==> src/rtl/cpu_types_pkg.sv <==
// Shared CPU-side types: machine word, RAM handshake state and arbiter FSM state.
package cpu_types_pkg;

    localparam int WORD_W = 32;

    typedef logic [WORD_W-1:0] word_t;

    typedef enum logic [1:0] {
        FREE   = 2'd0,
        BUSY   = 2'd1,
        ACCESS = 2'd2,
        ERROR  = 2'd3
    } ramstate_t;

    typedef enum logic [1:0] {
        IDLE = 2'd0,
        IGNT = 2'd1,
        DGNT = 2'd2
    } arb_state_t;

endpackage

==> src/rtl/memory_arbiter_if.sv <==
// Bundle of instruction-port, data-port and RAM-side signals around the memory arbiter.
interface memory_arbiter_if;
    import cpu_types_pkg::*;

    logic      iREN;
    word_t     iaddr;
    logic      ihit;
    word_t     iload;

    logic      dREN;
    logic      dWEN;
    word_t     daddr;
    word_t     dstore;
    logic      dhit;
    word_t     dload;

    logic      ramREN;
    logic      ramWEN;
    word_t     ramaddr;
    word_t     ramstore;
    word_t     ramload;
    ramstate_t ramstate;

    logic      err;

    // Arbiter side
    modport slave (
        input  iREN, iaddr, dREN, dWEN, daddr, dstore, ramload, ramstate,
        output ihit, iload, dhit, dload, ramREN, ramWEN, ramaddr, ramstore, err
    );

    // CPU/RAM environment side
    modport master (
        output iREN, iaddr, dREN, dWEN, daddr, dstore, ramload, ramstate,
        input  ihit, iload, dhit, dload, ramREN, ramWEN, ramaddr, ramstore, err
    );

endinterface

==> src/rtl/memory_arbiter.sv <==
// Single-port RAM arbiter between instruction fetch and data access, with
// anti-starvation for instruction fetch, RAM error/timeout detection and a sticky error flag.
module memory_arbiter
    import cpu_types_pkg::*;
#(
    parameter int STARVE_LIMIT = 4,
    parameter int TIMEOUT      = 255
) (
    input  logic              CLK,
    input  logic              RST,
    memory_arbiter_if.slave   bus
);

    localparam int SW = (STARVE_LIMIT < 1) ? 1 : $clog2(STARVE_LIMIT + 1);
    localparam int WW = (TIMEOUT < 2) ? 1 : $clog2(TIMEOUT + 1);
    localparam logic [SW-1:0] STARVE_MAX = SW'(STARVE_LIMIT);
    localparam logic [WW-1:0] WAIT_LAST  = WW'(TIMEOUT - 1);

    arb_state_t     state_reg, state_next;
    word_t          addr_reg, addr_next;
    word_t          store_reg, store_next;
    logic           wr_reg, wr_next;
    logic [SW-1:0]  starve_cnt_reg, starve_cnt_next;
    logic [WW-1:0]  wait_cnt_reg, wait_cnt_next;
    logic           err_reg, err_next;

    logic           d_req;
    logic           i_wins;
    logic           owner_en;

    always_comb begin
        d_req    = bus.dREN | bus.dWEN;
        // Instruction only overrides a pending data request once it has been starved long enough
        i_wins   = bus.iREN & (~d_req | (starve_cnt_reg == STARVE_MAX));
        owner_en = (state_reg == IGNT) ? bus.iREN : d_req;
    end

    always_comb begin
        state_next      = state_reg;
        addr_next       = addr_reg;
        store_next      = store_reg;
        wr_next         = wr_reg;
        starve_cnt_next = starve_cnt_reg;
        wait_cnt_next   = wait_cnt_reg;
        err_next        = err_reg;

        bus.ihit        = 1'b0;
        bus.iload       = '0;
        bus.dhit        = 1'b0;
        bus.dload       = '0;
        bus.ramREN      = 1'b0;
        bus.ramWEN      = 1'b0;
        bus.ramaddr     = '0;
        bus.ramstore    = '0;

        case (state_reg)
            IDLE: begin
                if (bus.iREN | d_req) begin
                    wait_cnt_next = '0;
                    if (i_wins) begin
                        state_next      = IGNT;
                        addr_next       = bus.iaddr;
                        store_next      = '0;
                        wr_next         = 1'b0;
                        starve_cnt_next = '0;
                    end else begin
                        state_next = DGNT;
                        addr_next  = bus.daddr;
                        store_next = bus.dstore;
                        // A simultaneous read and write request is a write
                        wr_next    = bus.dWEN;
                        if (bus.iREN && (starve_cnt_reg != STARVE_MAX)) begin
                            starve_cnt_next = starve_cnt_reg + 1'b1;
                        end
                    end
                end
            end

            IGNT, DGNT: begin
                bus.ramREN   = ~wr_reg;
                bus.ramWEN   = wr_reg;
                bus.ramaddr  = addr_reg;
                bus.ramstore = store_reg;

                if (bus.ramstate == ACCESS) begin
                    state_next = IDLE;
                    // An abandoned access still finishes at the RAM, but nobody is told
                    if (owner_en) begin
                        if (state_reg == IGNT) begin
                            bus.ihit  = 1'b1;
                            bus.iload = bus.ramload;
                        end else begin
                            bus.dhit  = 1'b1;
                            bus.dload = wr_reg ? '0 : bus.ramload;
                        end
                    end
                end else if (bus.ramstate == ERROR) begin
                    err_next   = 1'b1;
                    state_next = IDLE;
                end else if (wait_cnt_reg == WAIT_LAST) begin
                    err_next   = 1'b1;
                    state_next = IDLE;
                end else begin
                    wait_cnt_next = wait_cnt_reg + 1'b1;
                end
            end

            default: state_next = IDLE;
        endcase

        // Error is visible in the very cycle it is detected, then held by err_reg
        bus.err = err_next;
    end

    always_ff @(posedge CLK) begin
        if (RST) begin
            state_reg      <= IDLE;
            addr_reg       <= '0;
            store_reg      <= '0;
            wr_reg         <= 1'b0;
            starve_cnt_reg <= '0;
            wait_cnt_reg   <= '0;
            err_reg        <= 1'b0;
        end else begin
            state_reg      <= state_next;
            addr_reg       <= addr_next;
            store_reg      <= store_next;
            wr_reg         <= wr_next;
            starve_cnt_reg <= starve_cnt_next;
            wait_cnt_reg   <= wait_cnt_next;
            err_reg        <= err_next;
        end
    end

endmodule

==> src/flat_wrapper.sv <==
// flat-port wrapper written by rule: the top's interface ports become plain ports
module memory_arbiter_flat import cpu_types_pkg::*;
#(
    parameter int STARVE_LIMIT = 4,
    parameter int TIMEOUT      = 255
)
  (CLK, RST, bus_iREN, bus_iaddr, bus_dREN, bus_dWEN, bus_daddr, bus_dstore, bus_ramload, bus_ramstate, bus_ihit, bus_iload, bus_dhit, bus_dload, bus_ramREN, bus_ramWEN, bus_ramaddr, bus_ramstore, bus_err);
  memory_arbiter_if bus_i ();
  input  logic CLK;
  input  logic RST;
  input wire logic [$bits(bus_i.iREN)-1:0] bus_iREN;
  input wire logic [$bits(bus_i.iaddr)-1:0] bus_iaddr;
  input wire logic [$bits(bus_i.dREN)-1:0] bus_dREN;
  input wire logic [$bits(bus_i.dWEN)-1:0] bus_dWEN;
  input wire logic [$bits(bus_i.daddr)-1:0] bus_daddr;
  input wire logic [$bits(bus_i.dstore)-1:0] bus_dstore;
  input wire logic [$bits(bus_i.ramload)-1:0] bus_ramload;
  input wire logic [$bits(bus_i.ramstate)-1:0] bus_ramstate;
  output wire logic [$bits(bus_i.ihit)-1:0] bus_ihit;
  output wire logic [$bits(bus_i.iload)-1:0] bus_iload;
  output wire logic [$bits(bus_i.dhit)-1:0] bus_dhit;
  output wire logic [$bits(bus_i.dload)-1:0] bus_dload;
  output wire logic [$bits(bus_i.ramREN)-1:0] bus_ramREN;
  output wire logic [$bits(bus_i.ramWEN)-1:0] bus_ramWEN;
  output wire logic [$bits(bus_i.ramaddr)-1:0] bus_ramaddr;
  output wire logic [$bits(bus_i.ramstore)-1:0] bus_ramstore;
  output wire logic [$bits(bus_i.err)-1:0] bus_err;
  assign bus_i.iREN = bus_iREN;
  assign bus_i.iaddr = bus_iaddr;
  assign bus_i.dREN = bus_dREN;
  assign bus_i.dWEN = bus_dWEN;
  assign bus_i.daddr = bus_daddr;
  assign bus_i.dstore = bus_dstore;
  assign bus_i.ramload = bus_ramload;
  assign bus_i.ramstate = bus_ramstate;
  assign bus_ihit = bus_i.ihit;
  assign bus_iload = bus_i.iload;
  assign bus_dhit = bus_i.dhit;
  assign bus_dload = bus_i.dload;
  assign bus_ramREN = bus_i.ramREN;
  assign bus_ramWEN = bus_i.ramWEN;
  assign bus_ramaddr = bus_i.ramaddr;
  assign bus_ramstore = bus_i.ramstore;
  assign bus_err = bus_i.err;
  memory_arbiter #(.STARVE_LIMIT(STARVE_LIMIT), .TIMEOUT(TIMEOUT)) u_core (.CLK(CLK), .RST(RST), .bus(bus_i));
endmodule
==> config.mk <==
export PLATFORM = sky130hd
export DESIGN_NAME = memory_arbiter_flat
export DESIGN_NICKNAME = d
export VERILOG_FILES = /design/src/rtl/cpu_types_pkg.sv /design/src/rtl/memory_arbiter_if.sv /design/src/rtl/memory_arbiter.sv /design/src/flat_wrapper.sv
export SDC_FILE = /design/constraint.sdc
export NUM_CORES = 1
export LEC_CHECK = 0
export CAP_MARGIN = 20
export CORE_MARGIN = 2
export CORE_UTILIZATION = 39
export CTS_BUF_LIST = sky130_fd_sc_hd__clkbuf_8
export CTS_CLUSTER_DIAMETER = 150
export CTS_CLUSTER_SIZE = 14
export DETAILED_ROUTE_END_ITERATION = 12
export PLACE_DENSITY = 0.95
export SLEW_MARGIN = 25
export SYNTH_ARGS = -nofsm -noshare
export SYNTH_HDL_FRONTEND = slang
export SYNTH_SLANG_ARGS = --single-unit
export TNS_END_PERCENT = 10
==> constraint.sdc <==
create_clock -name CLK -period 2.8 [get_ports CLK]
set_clock_uncertainty 0.15 [all_clocks]
set_input_delay 0.84 -clock CLK [delete_from_list [all_inputs] [get_ports CLK]]
set_output_delay 0.84 -clock CLK [all_outputs]
set_load 0.02 [all_outputs]
==> flow_summary.yaml, run 1 <==
synthesis:
  async_flop_share: 0
  post-synth-top-area-fraction: 0.363
  synth-edff-count: 0
  synth-compound-area-share: 0.173
  ys_top_cells_by_area: "dfxtp_1 36%, and2_1 19%, a311oi_1 6.4%"
  ys_seq_area_frac: 0.363
  yosysWarnings: 0
  syn-num-nets: 696
  yosysTopAreaCell: "dfxtp_1"
  synth_xor_area_frac: 0
  ys_ff_latch: 79
  syn_area_um2: 4360
  synthSimpleGateAreaFrac: 0.385
  synth_flop_cell: "dfxtp_1"
  syn_avg_cell_area_um2: 7.87
  syn_inst: 554
  synth_top_family_by_area: "simple AND/OR/NAND/NOR gates"
  synth_mux_area_frac: 0
  synth_adder_area_share: 0.0201
  ys_types: 46
clock_network:
  worstSkewPairLatency_ns: 0.35
  htreeDepth: 3
  cts.clk_slew.worst_paths_ns: 0.08
  cts_sinks: 79
  clk_path_buf_depth: 2
  cts-hold-fix-buffers: 0
  cts_inserted_buffers: 9
  cts_tree: "yes"
  clockRootBuffer: "clkbuf_8"
global_route:
  grt.total_usage: 0.248
  grt_pass1_wl_mm: 23.2
  grt_pass1_vias: 4732
  overflow: 0
  antenna_found_initial: 4
  grt_max_degree: 65
floorplan:
  die_area_um2: 12000
  rows: 38
  start_util: 0.400
  fp.dieW_um: 110
  die_h_um: 110
  core_area_um2: 10900
  ios: 268
status:
  failed_checks: "negative setup slack"
  status: "finished with violations"
power:
  swShare: 0.325
  power_frac_comb: 0.342
  p_seq_frac: 0.383
  p_switching_uw: 1120
  leakagePower_uw: 0.00317
  p_clk_frac: 0.274
  power_per_cell_area_nw_per_um2: 460
  p_int_uw: 2320
  peakVddDrop_mv: 0.335
setup_path:
  crit-reg2reg-launch: "u_core.state_reg[1]"
  crit_start: "u_core.state_reg[1]"
  critPathLaunchType: "flop"
  crit_path_end_kind: "output pin"
  reg2reg_depth: 7
  crit_required_ns: 1.81
  worstSetupPathType: "flop to output pin"
  worstPathArrival_ns: 2.03
  path_max_fanout: 16
drt:
  ant_nets: 0
  viasPerCell: 5.19
  wl_mm: 15.3
  wl_per_cell_um: 16.0
  drtPass1Iterations: 5
  post-route-drc-count: 0
  drt_iter0_markers: 286
  via_count: 4965
worst_hold_path:
  worst_hold_path_type: "flop to flop"
  min_from: "u_core.addr_reg[20]"
  hold_path_depth: 2
timing:
  tns_ns: -7.91
  finalHoldViolCount: 0
  fmax_mhz: 331
  period_share: 1.08
  max_slew_margin: 0.632
  rsz0062_at_grt: "yes"
  fin_ws_ns: -0.224
  worstMarginPinSlew_ns: 0.550
  setup_viol: 55
  slew_viol_final: 0
  min_period_ns: 3.02
finish:
  mostFrequentLayoutCells: "128 x clkdlybuf4s50_1, 113 x and2_1, 75 x dfxtp_1, 72 x nor2_1, 48 x clkdlybuf4s15_2"
  stdcell_count: 956
  drive_above_1_share: 0.268
  final_common_cell: "clkdlybuf4s50_1"
  final_nets: 949
  fin_area_um2: 7480
  syn_to_final_growth_pct: 71.5
place:
  hpwl_mm: 10.8
  placed_cells_incl_taps: 933
  place_area_um2: 7250
  io_buffer_count: 267
  place_congestion: 0.868
job:
  drv_cap: 0
==> path summary, 6_finish.rpt <==
kind                       endpoint  slack [ns]
max                    bus_dload[4]       -0.22
max reg2reg  u_core.wait_cnt_reg[0]        0.64
min reg2reg     u_core.addr_reg[20]        0.34
min             u_core.addr_reg[20]        0.34
==> cell families after synthesis <==
group / count (synthesis)
flops: 79
simple gates: 315
compound gates: 97
fa+ha+maj: 7
buf+inv: 56
==> power by group through the flow <==
stage / clock network [µW] / logic, µW / registers, µW
5_1_grt: 1010 / 1270 / 1330
2_1_floorplan: 0 / 617 / 1320
3_3_place_gp: 0 / 1140 / 1330
3_5_place_dp: 0 / 1160 / 1340
4_1_cts: 969 / 1170 / 1320
6_report: 942 / 1180 / 1320
==> layer usage <==
metal	GRT usage	up-vias	share of wire
met5	0	-	0
met4	0.128	0	0.029
met3	0.0593	31	0.080
met2	0.473	227	0.53
met1	0.246	2289	0.36
li1	-	2418	-
==> cells in the mapped netlist (all sizes together), types with 5 or more instances <==
library cell    n
a21oi          10
a22oi          32
a311oi         32
and2          129
buf            24
clkbuf         27
dfxtp          79
ha              7
inv             5
nand2          45
nand3          38
nand3b          5
nor2           73
o21ai           7
==> repair_timing <==
| action | 4_1_cts | 5_1_grt |
|---|---|---|
| pin swaps | 4 | 6 |
| cloned | 2 | 0 |
| gates resized for setup | 546 | 44 |
| endpoints found under the setup margin | 133 | 129 |
| buffers inserted | 1 | 1 |
==> area by class of cell <==
class                   count  area (µm²)
diodes                      4        10.0
clock buffers               9         124
clock inverters             7        96.3
fillers                   849        3410
inverters                   5        18.8
multi-input cells         419        2650
flip-flops and latches     79        1590
well taps                 140         175
repair buffers            293        2820
==> critical path, cell delays in order, from the launching register on <==
cell and delay, ns:
dfxtp_2 0.34, inv_2 0.05, ha_4 0.28, nand2_4 0.06, nor4_4 0.29, and2b_2 0.25, buf_12 0.16, and2_1 0.15
buf_6 0.12
==> stage by stage <==
step | utilization | hold WS [ns] | power [µW] | setup slack, ns
final | 0.687 | 0.343 | 3440 | -0.224
after global routing | 0.687 | 0.369 | 3620 | -0.294
after CTS | 0.688 | 0.349 | 3460 | -0.219
after detailed placement | 0.666 | 0.337 | 2500 | -0.988
after global placement | 0.666 | 0.330 | 2480 | -0.920
after floorplan | - | 0.318 | 1940 | -0.0879
Power figures use the tool's default switching activity.
==> run 2, diff against run 1 <==
CORE_ASPECT_RATIO = 0.7   (was default)
==> run 2 against run 1 <==
  * Count of clock-buffer cells in the layout is the same
  * Worst hold slack gained 0.0028 ns
  * Die area is 0.11% higher
  * Register-to-register slack gained 0.03 ns
  * Sequential share of layout area hardly changed
  * Design area is 0.20% lower
  * Power shrank 0.80%
  * Global-route usage up 0.092 points
  * Combinational power is essentially flat
  * Critical path depth is 1 lower
  * The flow still finishes with violations (negative setup slack)
  * Clock power decreased by 0.8%
  * Critical path type is now input pin to output pin
==> flow_summary.yaml, run 2 (synthesis gave the netlist of run 1 again) <==
power:
  p_seq_frac: 0.386
  swShare: 0.343
  power_frac_comb: 0.340
  peakVddDrop_mv: 0.369
  leakagePower_uw: 0.00333
  p_switching_uw: 1170
  finalPower_uw: 3410
  power_per_cell_area_nw_per_um2: 457
  p_clk_frac: 0.274
  p_int_uw: 2240
setup_path:
  worstSetupPathType: "input pin to output pin"
  crit_required_ns: 1.81
  worstPathArrival_ns: 1.96
  crit_start: "bus_dWEN"
  reg2reg_slack_ns: 0.67
  reg2reg_depth: 6
  critPathLaunchType: "input pin"
  r2r_end: "u_core.wait_cnt_reg[5]"
  crit-reg2reg-launch: "u_core.state_reg[1]"
  path_max_fanout: 6
  crit_path_end_kind: "output pin"
drt:
  post-route-drc-count: 0
  drt_iter0_markers: 342
  viasPerCell: 5.25
  ant_nets: 0
  via_count: 5104
  drtPass1Iterations: 5
  wl_mm: 16.1
  wl_per_cell_um: 16.5
global_route:
  grt_pass1_wl_mm: 23.7
  grt_busiest_layer: "met2"
  use_met1: 0.291
  grtUsageMet3: 0.0843
  overflow: 0
  grt_pass1_vias: 4754
  grt_max_degree: 65
  antenna_found_initial: 2
  grt.total_usage: 0.249
  gr-usage-met2: 0.429
timing:
  min_period_ns: 2.95
  slew_viol_final: 0
  period_share: 1.05
  worstMarginPinSlew_ns: 0.636
  setup_viol: 64
  fmax_mhz: 339
  max_slew_margin: 0.575
  finalHoldViolCount: 0
  rsz0062_at_grt: "yes"
  fin_ws_ns: -0.153
finish:
  final_nets: 954
  utilization: 0.680
  stdcell_count: 972
  final_common_cell: "clkdlybuf4s50_1"
  fillers: 900
  syn_to_final_growth_pct: 71.2
  fin_area_um2: 7460
  mostFrequentLayoutCells: "128 x clkdlybuf4s50_1, 84 x and2_1, 77 x dfxtp_1, 72 x nor2_1, 63 x buf_6"
  drive_above_1_share: 0.308
place:
  io_buffer_count: 267
  hpwl_mm: 10.9
  placed_cells_incl_taps: 947
  place_area_um2: 7290
  place_congestion: 0.825
status:
  status: "finished with violations"
  failed_checks: "negative setup slack"
clock_network:
  cts_tree: "yes"
  htreeDepth: 3
  worstSkewPairLatency_ns: 0.34
  clockRootBuffer: "clkbuf_8"
  cts_inserted_buffers: 9
  cts.clk_slew.worst_paths_ns: 0.09
  cts_sinks: 79
  clk_path_buf_depth: 2
  cts-hold-fix-buffers: 0
floorplan:
  core_area_um2: 11000
  die_h_um: 92.5
  fp.dieW_um: 130
  ios: 268
  rows: 32
  start_util: 0.397
  die_area_um2: 12100
worst_hold_path:
  worst_hold_path_type: "flop to flop"
  hold_path_depth: 2
  whs_endpoint: "u_core.addr_reg[4]"
  min_from: "u_core.addr_reg[4]"
job:
  drv_cap: 0
## run 2: changes by cell type in the layout (fill, tap and decap cells not counted), sizes merged
cell	delta
buf	+48
clkdlybuf4s15	-46
clkbuf	+4
clkinvlp	-2
diode	-2
inv	+2
bufinv	-1
clkinv	+1
dlygate4sd2	-1
## run 2: routing by layer
metal	share of wire	vias to the layer above
met5	0	-
met1	0.39	2410
met2	0.49	228
met3	0.094	27
li1	-	2439
met4	0.025	0
## run 2: repair_timing
item,in CTS,in global routing
resized for setup,612,122
endpoints found under the setup margin,133,128
gates cloned,5,0
pin swaps,20,13
setup buffers,3,1
## run 2: worst max-delay path by stage
stage	slack (ns)	cells after the start	end
after floorplan	-0.09	5	bus_dload[10]
after global placement	-0.92	7	bus_dload[13]
after detailed placement	-0.98	7	bus_dload[18]
after CTS	-0.21	8	bus_dload[18]
after global routing	-0.22	8	bus_dload[0]
final	-0.15	7	bus_dload[0]
## run 2: worst max-delay path, stage by stage
cell     delay [ns]
buf_4          0.10
nor2_4         0.05
nor4_4         0.29
and2b_4        0.28
buf_6          0.15
and2_4         0.14
buf_6          0.11
## run 2: final cells by class
type                            count  area (µm²)  area share
Multi-Input combinational cell    419        2720       0.365
Clock inverter                      7        97.6      0.0131
Tap cell                          153         191      0.0257
Inverter                            5        18.8     0.00252
Clock buffer                        9         124      0.0166
Timing Repair Buffer              298        2720       0.364
Antenna cell                        2        5.00    0.000671
Sequential cell                    79        1580       0.212
## run 2: power groups by stage
stage | clock (µW) | combinational, µW | sequential [µW]
2_1_floorplan | 0 | 617 | 1320
3_3_place_gp | 0 | 1150 | 1330
3_5_place_dp | 0 | 1170 | 1340
4_1_cts | 971 | 1190 | 1310
5_1_grt | 1010 | 1250 | 1330
6_report | 934 | 1160 | 1320
## run 2: per-stage QoR
step / worst slack [ns] / hold slack, ns / setup TNS [ns]
finish: -0.153 / 0.346 / -8.02
global route: -0.221 / 0.369 / -12.00
CTS: -0.215 / 0.352 / -10.66
detailed placement: -0.980 / 0.338 / -65.01
global placement: -0.923 / 0.329 / -62.67
floorplan: -0.0879 / 0.318 / -2.59
